==> config.mk <==
export PLATFORM = sky130hd
export DESIGN_NAME = serial_subtractor_flat
export DESIGN_NICKNAME = d
export VERILOG_FILES = /design/src/rtl/serial_subtractor_if.sv /design/src/rtl/serial_subtractor.sv /design/src/flat_wrapper.sv
export SDC_FILE = /design/constraint.sdc
export NUM_CORES = 1
export LEC_CHECK = 0
export ABC_AREA = 1
export CAP_MARGIN = 40
export CORE_MARGIN = 3
export CORE_UTILIZATION = 52
export CTS_CLUSTER_DIAMETER = 60
export DETAILED_ROUTE_END_ITERATION = 8
export PLACE_DENSITY_LB_ADDON = 0.25
export SYNTH_ARGS = -nofsm -noshare
export SYNTH_HDL_FRONTEND = slang
export SYNTH_SLANG_ARGS = --single-unit
==> constraint.sdc <==
create_clock -name clk -period 1.67 [get_ports clk]
set_input_delay 0.167 -clock clk [delete_from_list [all_inputs] [get_ports clk]]
set_output_delay 0.167 -clock clk [all_outputs]
set_load 0.01 [all_outputs]
==> src/rtl/serial_subtractor_if.sv <==
// Operand/result bundle for the bit-serial subtractor: the requester drives start/a/b,
// the subtractor returns busy/done and the held diff/borrow.
interface serial_subtractor_if #(
  parameter int WIDTH = 8
);
  logic             start;
  logic [WIDTH-1:0] a;
  logic [WIDTH-1:0] b;
  logic             busy;
  logic             done;
  logic [WIDTH-1:0] diff;
  logic             borrow;

  modport master (
    output start, a, b,
    input  busy, done, diff, borrow
  );

  modport slave (
    input  start, a, b,
    output busy, done, diff, borrow
  );
endinterface

==> src/rtl/serial_subtractor.sv <==
// Bit-serial a - b, LSB first, one full-subtractor bit per clock with a registered borrow.
// The result and final borrow are held until the next operation completes.
module serial_subtractor #(
  parameter int WIDTH = 8
) (
  input  logic                 clk,
  input  logic                 rst_n,
  serial_subtractor_if.slave   bus
);

  localparam int CNT_W = $clog2(WIDTH + 1);
  localparam logic [CNT_W-1:0] LAST_CNT = CNT_W'(WIDTH - 1);

  typedef enum logic [1:0] {
    IDLE  = 2'd0,
    SHIFT = 2'd1,
    DONE  = 2'd2
  } state_t;

  state_t           r_state;
  state_t           w_next;
  logic [WIDTH-1:0] r_sa;
  logic [WIDTH-1:0] r_sb;
  logic [WIDTH-1:0] r_sd;
  logic             r_bflop;
  logic [CNT_W-1:0] r_cnt;
  logic [WIDTH-1:0] r_diff;
  logic             r_borrow;
  logic             w_load;
  logic             w_last;
  logic [1:0]       w_fs;
  logic             w_d;
  logic             w_bo;

  // Full subtractor: returns {difference, borrow_out}.
  function automatic logic [1:0] full_sub(input logic x, input logic y, input logic bin);
    logic dd;
    logic bo;
    dd = x ^ y ^ bin;
    bo = (~x & y) | (~(x ^ y) & bin);
    return {dd, bo};
  endfunction

  assign w_fs = full_sub(r_sa[0], r_sb[0], r_bflop);
  assign w_d  = w_fs[1];
  assign w_bo = w_fs[0];

  always_ff @(posedge clk or negedge rst_n) begin
    if (!rst_n) begin
      r_state <= IDLE;
    end else begin
      r_state <= w_next;
    end
  end

  always_comb begin
    w_next = r_state;
    w_load = 1'b0;
    w_last = 1'b0;
    case (r_state)
      IDLE: begin
        if (bus.start) begin
          w_load = 1'b1;
          w_next = SHIFT;
        end
      end
      SHIFT: begin
        if (r_cnt == LAST_CNT) begin
          w_last = 1'b1;
          w_next = DONE;
        end
      end
      DONE: begin
        w_next = IDLE;
      end
      default: begin
        w_next = IDLE;
      end
    endcase
  end

  // Operand capture and per-bit shift; diff/borrow only update on the final bit.
  always_ff @(posedge clk or negedge rst_n) begin
    if (!rst_n) begin
      r_sa     <= '0;
      r_sb     <= '0;
      r_sd     <= '0;
      r_bflop  <= 1'b0;
      r_cnt    <= '0;
      r_diff   <= '0;
      r_borrow <= 1'b0;
    end else if (w_load) begin
      r_sa    <= bus.a;
      r_sb    <= bus.b;
      r_sd    <= '0;
      r_bflop <= 1'b0;
      r_cnt   <= '0;
    end else if (r_state == SHIFT) begin
      r_sd    <= {w_d, r_sd[WIDTH-1:1]};
      r_sa    <= r_sa >> 1;
      r_sb    <= r_sb >> 1;
      r_bflop <= w_bo;
      r_cnt   <= r_cnt + 1'b1;
      if (w_last) begin
        r_diff   <= {w_d, r_sd[WIDTH-1:1]};
        r_borrow <= w_bo;
      end
    end
  end

  assign bus.busy   = (r_state != IDLE);
  assign bus.done   = (r_state == DONE);
  assign bus.diff   = r_diff;
  assign bus.borrow = r_borrow;

endmodule
==> src/flat_wrapper.sv <==
// flat-port wrapper written by rule: the top's interface ports become plain ports
module serial_subtractor_flat 
#(
  parameter int WIDTH = 8
)
  (clk, rst_n, bus_start, bus_a, bus_b, bus_busy, bus_done, bus_diff, bus_borrow);
  serial_subtractor_if #(.WIDTH(WIDTH)) bus_i ();
  input  logic clk;
  input  logic rst_n;
  input wire logic [$bits(bus_i.start)-1:0] bus_start;
  input wire logic [$bits(bus_i.a)-1:0] bus_a;
  input wire logic [$bits(bus_i.b)-1:0] bus_b;
  output wire logic [$bits(bus_i.busy)-1:0] bus_busy;
  output wire logic [$bits(bus_i.done)-1:0] bus_done;
  output wire logic [$bits(bus_i.diff)-1:0] bus_diff;
  output wire logic [$bits(bus_i.borrow)-1:0] bus_borrow;
  assign bus_i.start = bus_start;
  assign bus_i.a = bus_a;
  assign bus_i.b = bus_b;
  assign bus_busy = bus_i.busy;
  assign bus_done = bus_i.done;
  assign bus_diff = bus_i.diff;
  assign bus_borrow = bus_i.borrow;
  serial_subtractor #(.WIDTH(WIDTH)) u_core (.clk(clk), .rst_n(rst_n), .bus(bus_i));
endmodule
Yosys cells after proc, flatten, opt, wreduce, memory -nomap -nowiden
Index checks and enable logic that the tools add are counted.
{ "op_classes": {"n_reduce_logical": 5, "shift": 0, "div": 0, "multipliers": 0, "eq_ne": 5, "mux": 17, "magnitude_cmp": 0, "addsub": 1, "n_bitwise": 8} }
{ "ops": {"columns": ["cell", "count"], "rows": [
  ["two-way mux 8 bit", 6],
  ["two-way mux 4 bit", 2],
  ["two-way mux 1 bit", 6],
  ["adder 4 x 1 -> 4 bit (second input constant)", 1],
  ["equality test 4 x 3 -> 1 bit (second input constant)", 1],
  ["two-way mux 2 bit", 2],
  ["one-hot mux 2 bit (2 select lines)", 1],
  ["nonzero test 2 bit", 2],
  ["inverter 1 bit", 3],
  ["AND reduction 3 bit", 1],
  ["AND 1 bit", 2],
  ["equality test 2 x 1 -> 1 bit (second input constant)", 1],
  ["equality test 2 bit (second input constant)", 1],
  ["logical NOT 2 bit", 1],
  ["!= test 2 x 1 -> 1 bit (second input constant)", 1],
  ["!= test 2 bit (second input constant)", 1],
  ["AND reduction 2 bit", 1],
  ["bitwise XOR 1 bit", 2],
  ["bitwise OR 1 bit", 1]
]} }
{ "totals": {"input_bits": 19, "wordCells": 44, "ff_bits": 40, "n_memories": 0, "mem_bits_ro": 0, "latchBits": 0, "out_inout_bits": 11, "ramBits": 0} }

Depth between registers and ports, before layout
Gate-level depths: netlist of the first run.
{ "logic_depth": {"depth_word": 6, "depth_mapped": 7} }

Worst setup path after synthesis of the first run
No wires, ideal clock.
{ "synth_timing": {"path_kind": "register -> register", "from": "register u_core.r_cnt[0]", "to": "register u_core.r_diff[6], in the netlist u_core.bus.diff[6]", "setup_ps": 118, "t_required_ps": 1552, "t_arrival_ps": 1060, "synth_period_minus_slack_ps": 1178, "n_path_buf": 1, "path_slack_ps": 492, "stages_incl_launch_ff": 8, "cell_sequence": "dfrtp_1 -> ha_1 -> nand2_1 -> nor2_2 -> nand2_4 -> buf_6 -> nand2_1 -> o21ai_2"} }
{ "synth_via": {"elab_chain_cells": 4} }
{ "synth_lines": {"columns": ["item", "line", "rtl"], "rows": [
  ["start: declaration", "serial_subtractor.sv:26", "logic [CNT_W-1:0] r_cnt;"],
  ["start signal: assignment", "serial_subtractor.sv:103", "r_cnt <= r_cnt + 1'b1;"],
  ["equality test 4 x 3 -> 1 bit", "serial_subtractor.sv:68", "if (r_cnt == LAST_CNT) begin"],
  ["two-way mux 1 bit", "serial_subtractor.sv:68", null],
  ["two-way mux 1 bit", "serial_subtractor.sv:60", "case (r_state)"],
  ["AND reduction 3 bit (no source line)", null, null],
  ["end signal: assignment", "serial_subtractor.sv:105", "r_diff <= {w_d, r_sd[WIDTH-1:1]};"],
  ["end: declaration", "serial_subtractor.sv:27", "logic [WIDTH-1:0] r_diff;"]
]} }
No other way between the ends.
A chain may end at the register's enable or synchronous reset.

Worst setup path after layout of the first run
{ "layout_timing": {"from": "register u_core.r_state[0]", "to": "output bus_busy"} }
{ "layout_via": {"elab_chain_cells": 1} }
{ "layout_lines": {"columns": ["item", "line", "rtl"], "rows": [
  ["start: declaration", "serial_subtractor.sv:20", "state_t r_state;"],
  ["start signal: assignment", "serial_subtractor.sv:52", "r_state <= w_next;"],
  ["nonzero test 2 bit", "serial_subtractor.sv:111", "assign bus.busy = (r_state != IDLE);"],
  ["end: declaration", "flat_wrapper.sv:13", "output wire logic [$bits(bus_i.busy)-1:0] bus_busy;"]
]} }
No other way between the ends.

==> out/results.ini, run 1 <==
[run_status]
status = complete, no violations

[sta]
rsz0062_at_grt = no
setup_viol = 0
fmax_mhz = 636
period_needed_ns = 1.57
setup_tns_ns = 0
maxSlewViolCount = 0
skew_ns = 0.00415
max_slew_margin_pct = 69.4
worstMarginPinSlew_ns = 0.458
setup_slack_ns = 0.0981
post-route-period-util_pct = 94.1
hold_viol_final = 0

[synthesis]
synth-edff-count = 0
async_flop_share_pct = 100
syn_area_um2 = 1810
synth.avg_cell_area_um2 = 8.11
ys_top_cells_by_area = dfrtp_1, nand2_1, inv_1
synth.largest_area_cell = dfrtp_1
postSynthCellCount = 223
synth_commonest_cells = nand2_1, dfrtp_1, inv_1
yosysMostFrequentCell = nand2_1
synth-main-ff-cell = dfrtp_1
yosys_warnings = 0
synth_top_area_share_pct = 54.0
syn-num-nets = 244
yosys_register_bits = 39
synth.distinct_cells = 19
ys_seq_area_share_pct = 54.0

[cts]
cts_root_buf = clkbuf_4
cts.htree.levels = 2
clkLatencyLatePin_ns = 0.34
cts.sinks = 39
numCtsBuffers = 5
cts.clk_slew.worst_paths_ns = 0.11
cts_buffer_depth = 2
cts_tree = done

[die]
rows = 20
dieArea_um2 = 4220
boundaryPins = 30
start_util_pct = 56.9
coreArea_um2 = 3180
die-width_um = 65.0
fp.dieH_um = 65.0

[routing]
routedWlPerCell_um = 10.3
vias_per_cell = 4.62
first_iter_violations = 78
wl_mm = 3.12
drtAntennaViolNets = 0
dr.pass1.iters = 4
drt_drc_violations_left = 0
dr_total_vias = 1405

[pwr]
clockPowerShare_pct = 12.8
power_mw = 3.61
irDropWorstVdd_mv = 1.05
leakagePower_nw = 1.20
power_switching_share_pct = 38.6
p_int_mw = 2.22
p_switching_mw = 1.40
seq_power_share_pct = 44.4
p_comb_share_pct = 42.8
power.density_nw_per_um2 = 1640

[worst_setup_path]
critical_path.top_delay_family = buffers and inverters
crit_chain = inv_2 -> nand2_1 -> clkdlybuf4s50_1
crit_buf_inv = 2
cp_max_fo = 5
cp_slowest_cell = clkdlybuf4s50_1
crit_path_start_kind = register
r2r_cells = 7
r2r-end = u_core.r_sa[1]$_DFFE_PN0P_
required_ns = 1.50
slowest_delay_ns = 0.53
r2r_slack_ns = 0.32
critPathCaptureType = primary output
cp.arrival_ns = 1.40
r2r-start = u_core.r_state[1]$_DFFE_PN0P_
crit_type = register to primary output

[place]
dpl.cell_count = 294
place.detailed.hpwl_mm = 2.27
gp_congestion = 0.758
io_buffers = 29
place_ws_ns = 0.243
place_area_um2 = 2130

[global_routing]
grt_pass1_vias = 1325
grt_start_max_net_pins = 21
grt_pass1_wl_mm = 5.62
grt_usage_pct = 17.4
antenna_found_initial = 0
grt_overflow = 0

[finish]
diodes = 0
finalNonFillerCells = 304
regArea_um2 = 977
final_nets = 280
final_cell_area_um2 = 2210
syn2layout_area_growth_pct = 22.1
multi_input_area_um2 = 663
fillers = 264
drive_above_1_share_pct = 10.8

[run]
cap_viol_max_count = 0

[worst_hold_path]
hold_path.class = input pin to async pin

==> how the worst max path moves through the flow <==
stage                                   from                             end  slack, ns  cells past startpoint
2_1_floorplan    u_core.r_cnt[0]$_DFFE_PN0P_  u_core.bus.diff[6]$_DFFE_PN0P_       0.49                      7
3_3_place_gp                       bus_start      u_core.r_sa[1]$_DFFE_PN0P_       0.25                      6
3_5_place_dp                       bus_start      u_core.r_sa[1]$_DFFE_PN0P_       0.24                      6
4_1_cts        u_core.r_state[0]$_DFFE_PN0P_                        bus_busy       0.04                      3
5_1_grt        u_core.r_state[1]$_DFFE_PN0P_                        bus_busy       0.02                      3
6_report       u_core.r_state[0]$_DFFE_PN0P_                        bus_busy        0.1                      3
==> per-layer routing <==
| metal | wire length [um] | track usage, % |
|---|---|---|
| met5 | 0 | 0 |
| met4 | 53 | 7.92 |
| met3 | 133 | 4.68 |
| met2 | 1440 | 27.3 |
| met1 | 1490 | 22.4 |
==> state kept, by name, indices dropped and copies added (netlist names) <==
name / count
u_core.r_sb: 8
u_core.r_bflop: 1
u_core.r_sd: 7
u_core.bus.borrow: 1
u_core.r_cnt: 4
u_core.bus.diff: 8
u_core.r_state: 2
u_core.r_sa: 8
==> power by group through the flow <==
| stage | clock (mW) | sequential (mW) | combinational, mW |
|---|---|---|---|
| final | 0.463 | 1.60 | 1.55 |
| after floorplan | 0 | 1.64 | 1.04 |
| after detailed placement | 0 | 1.62 | 1.56 |
| after CTS | 0.486 | 1.60 | 1.58 |
| after global routing | 0.530 | 1.67 | 1.79 |
| after global placement | 0 | 1.62 | 1.52 |
==> timing repair <==
action                                  CTS  global route
endpoints found under the hold margin    19             0
buffers inserted                          1             0
endpoints found under the setup margin    1             2
resized for setup                         0             2
hold buffers                              1             0
==> stage by stage <==
step | hold WS [ns] | util [%]
global placement | 0.151 | 67.1
detailed placement | 0.143 | 67.1
finish | 0.291 | 69.5
CTS | 0.288 | 69.4
global route | 0.295 | 69.5
floorplan | -0.129 | -
==> kinds of logic after synthesis <==
| kind of cell | after synthesis | synth area share, % |
|---|---|---|
| buf+inv | 34 | 9.34 |
| fa+ha+maj | 2 | 1.80 |
| simple gates | 128 | 27.9 |
| flops | 39 | 54.0 |
| compound gates | 20 | 6.99 |
==> worst register-to-register path: cells and delay by family (launching register included) <==
| kind | cells | cell delay (ns) |
|---|---|---|
| simple gates | 5 | 0.50 |
| flops | 1 | 0.40 |
| buf+inv | 2 | 0.36 |
==> layout by cell type (no fill, tap or decap), types with 2 or more instances in the layout <==
cell,n
buf_4,5
clkbuf_4,5
clkdlybuf4s50_1,27
dfrtp_1,38
inv_1,25
nand2_1,118
nand3_1,3
nor2_1,3
o21ai_0,11
o21ai_1,2
o21ai_2,7
==> cell type report <==
type | instances | area share, %
Sequential cell | 39 | 44.2
Multi-Input combinational cell | 150 | 30.0
Timing Repair Buffer | 36 | 16.1
Inverter | 27 | 4.70
Tap cell | 44 | 2.49
Clock buffer | 6 | 1.87
Clock inverter | 2 | 0.567
(Power assumes the default switching activity.)
==> inputs of run 2 (changes only) <==
- PLACE_DENSITY: not set -> 0.78
- PLACE_DENSITY_LB_ADDON: 0.25 -> not set
==> out/results.ini, run 2 (synthesized netlist as in run 1, its figures left out) <==
[pwr]
seq_power_share_pct = 44.6
leakagePower_nw = 1.19
p_comb_share_pct = 42.9
irDropWorstVdd_mv = 1.05
p_switching_mw = 1.39
clockPowerShare_pct = 12.5
power.density_nw_per_um2 = 1650
power_switching_share_pct = 38.4
p_int_mw = 2.22

[die]
boundaryPins = 30
coreArea_um2 = 3180
start_util_pct = 56.9
die-width_um = 65.0
dieArea_um2 = 4220
fp.dieH_um = 65.0
rows = 20

[routing]
vias_per_cell = 4.62
dr_total_vias = 1396
drtAntennaViolNets = 0
drt_drc_violations_left = 0
dr.pass1.iters = 4
routedWlPerCell_um = 10.4
first_iter_violations = 109
wl_mm = 3.14

[sta]
fmax_mhz = 640
whs_ns = 0.359
rsz0062_at_grt = no
period_needed_ns = 1.56
hold_viol_final = 0
max_slew_margin_pct = 68.1
setup_tns_ns = 0
maxSlewViolCount = 0
worstMarginPinSlew_ns = 0.478
setup_viol = 0
skew_ns = 0.0110
post-route-period-util_pct = 93.6

[cts]
numCtsBuffers = 5
clkLatencyLatePin_ns = 0.34
cts_root_buf = clkbuf_4
cts_buffer_depth = 2
cts.clk_slew.worst_paths_ns = 0.10
cts_tree = done
cts.sinks = 39
cts.htree.levels = 2

[finish]
final_cell_mix = nand2_1, dfrtp_1, clkdlybuf4s50_1, inv_1, o21ai_0
diodes = 0
finalNonFillerCells = 302
final_common_cell = nand2_1
syn2layout_area_growth_pct = 21.1
final_nets = 278
drive_above_1_share_pct = 9.69

[global_routing]
antenna_found_initial = 0
grt_usage_pct = 16.9
grt_pass1_wl_mm = 5.47
grt_start_max_net_pins = 40
grt_overflow = 0
grt_pass1_vias = 1291

[worst_setup_path]
crit_chain = inv_2 -> nand2_1 -> clkdlybuf4s50_1
cp_max_fo = 5
slowest_delay_ns = 0.53
required_ns = 1.50
cp.arrival_ns = 1.40
crit_path_start_kind = register
critical_path.top_delay_family = buffers and inverters
cp_slowest_cell = clkdlybuf4s50_1
crit_type = register to primary output
crit_buf_inv = 2
critPathCaptureType = primary output

[place]
io_buffers = 29
dpl.cell_count = 292
gp_congestion = 0.751
place.detailed.hpwl_mm = 2.17

[run_status]
status = complete, no violations

[run]
cap_viol_max_count = 0

[worst_hold_path]
hold_path.class = input pin to register

-- run 2: worst paths after layout --
path                                                     from                       endpoint  slack, ns  cells past startpoint
worst max-delay path            u_core.r_state[0]$_DFFE_PN0P_                       bus_busy       0.11                      3
min in group asynchronous                               rst_n     u_core.r_sa[0]$_DFFE_PN0P_       0.41                      3
worst max register to register  u_core.r_state[1]$_DFFE_PN0P_     u_core.r_sb[6]$_DFFE_PN0P_       0.32                      7
max in group asynchronous                               rst_n  u_core.r_state[0]$_DFFE_PN0P_       0.90                      3
worst min register to register     u_core.r_sb[6]$_DFFE_PN0P_     u_core.r_sb[6]$_DFFE_PN0P_       0.49                      2
worst min-delay path                                 bus_b[7]     u_core.r_sb[7]$_DFFE_PN0P_       0.36                      3
-- run 2: through the flow --
stage	cell area [um^2]	worst slack, ns	power [mW]	utilization (%)
6_report	2190	0.107	3.61	68.9
5_1_grt	2190	0.0216	3.96	68.9
4_1_cts	2190	0.0442	3.64	68.8
3_5_place_dp	2120	0.243	3.18	66.7
3_3_place_gp	2120	0.269	3.14	66.7
2_1_floorplan	1810	0.492	2.68	-
-- run 2: cell type report --
type	instances	area (um^2)
tap	44	55.1
inverter	27	104
sequential	39	977
multi-input combinational	150	663
clock buffer	7	45.0
clock inverter	1	5.00
fill	285	988
timing repair buffer	34	340
-- run 2: layer usage --
layer  GRT usage [%]  up-vias  wire length (um)  share of wire (%)
met4            7.92        0                58                1.8
li1                -      735                 -                  -
met2            26.2       21              1410                 45
met3            3.81        5               108                3.4
met1            22.5      635              1570                 50
met5               0        -                 0                  0
-- run 2: tightest hold or removal path: stages --
cell	delay, ns
clkdlybuf4s50_1	0.39
nand2_1	0.06
nand2_1	0.04
-- run 2: power groups by stage --
stage	Sequential [mW]	Clock, mW	Combinational [mW]
after floorplan	1.64	0	1.04
after global placement	1.62	0	1.53
after detailed placement	1.62	0	1.56
after CTS	1.60	0.465	1.57
after global routing	1.67	0.511	1.77
final	1.61	0.450	1.55
-- run 2: timing repair --
item                                   in CTS  in global routing
endpoints found under the hold margin      39                  0
setup buffers                               1                  0
resized for setup                           0                  2
hold buffers                                1                  0
setup endpoints to repair                   1                  2
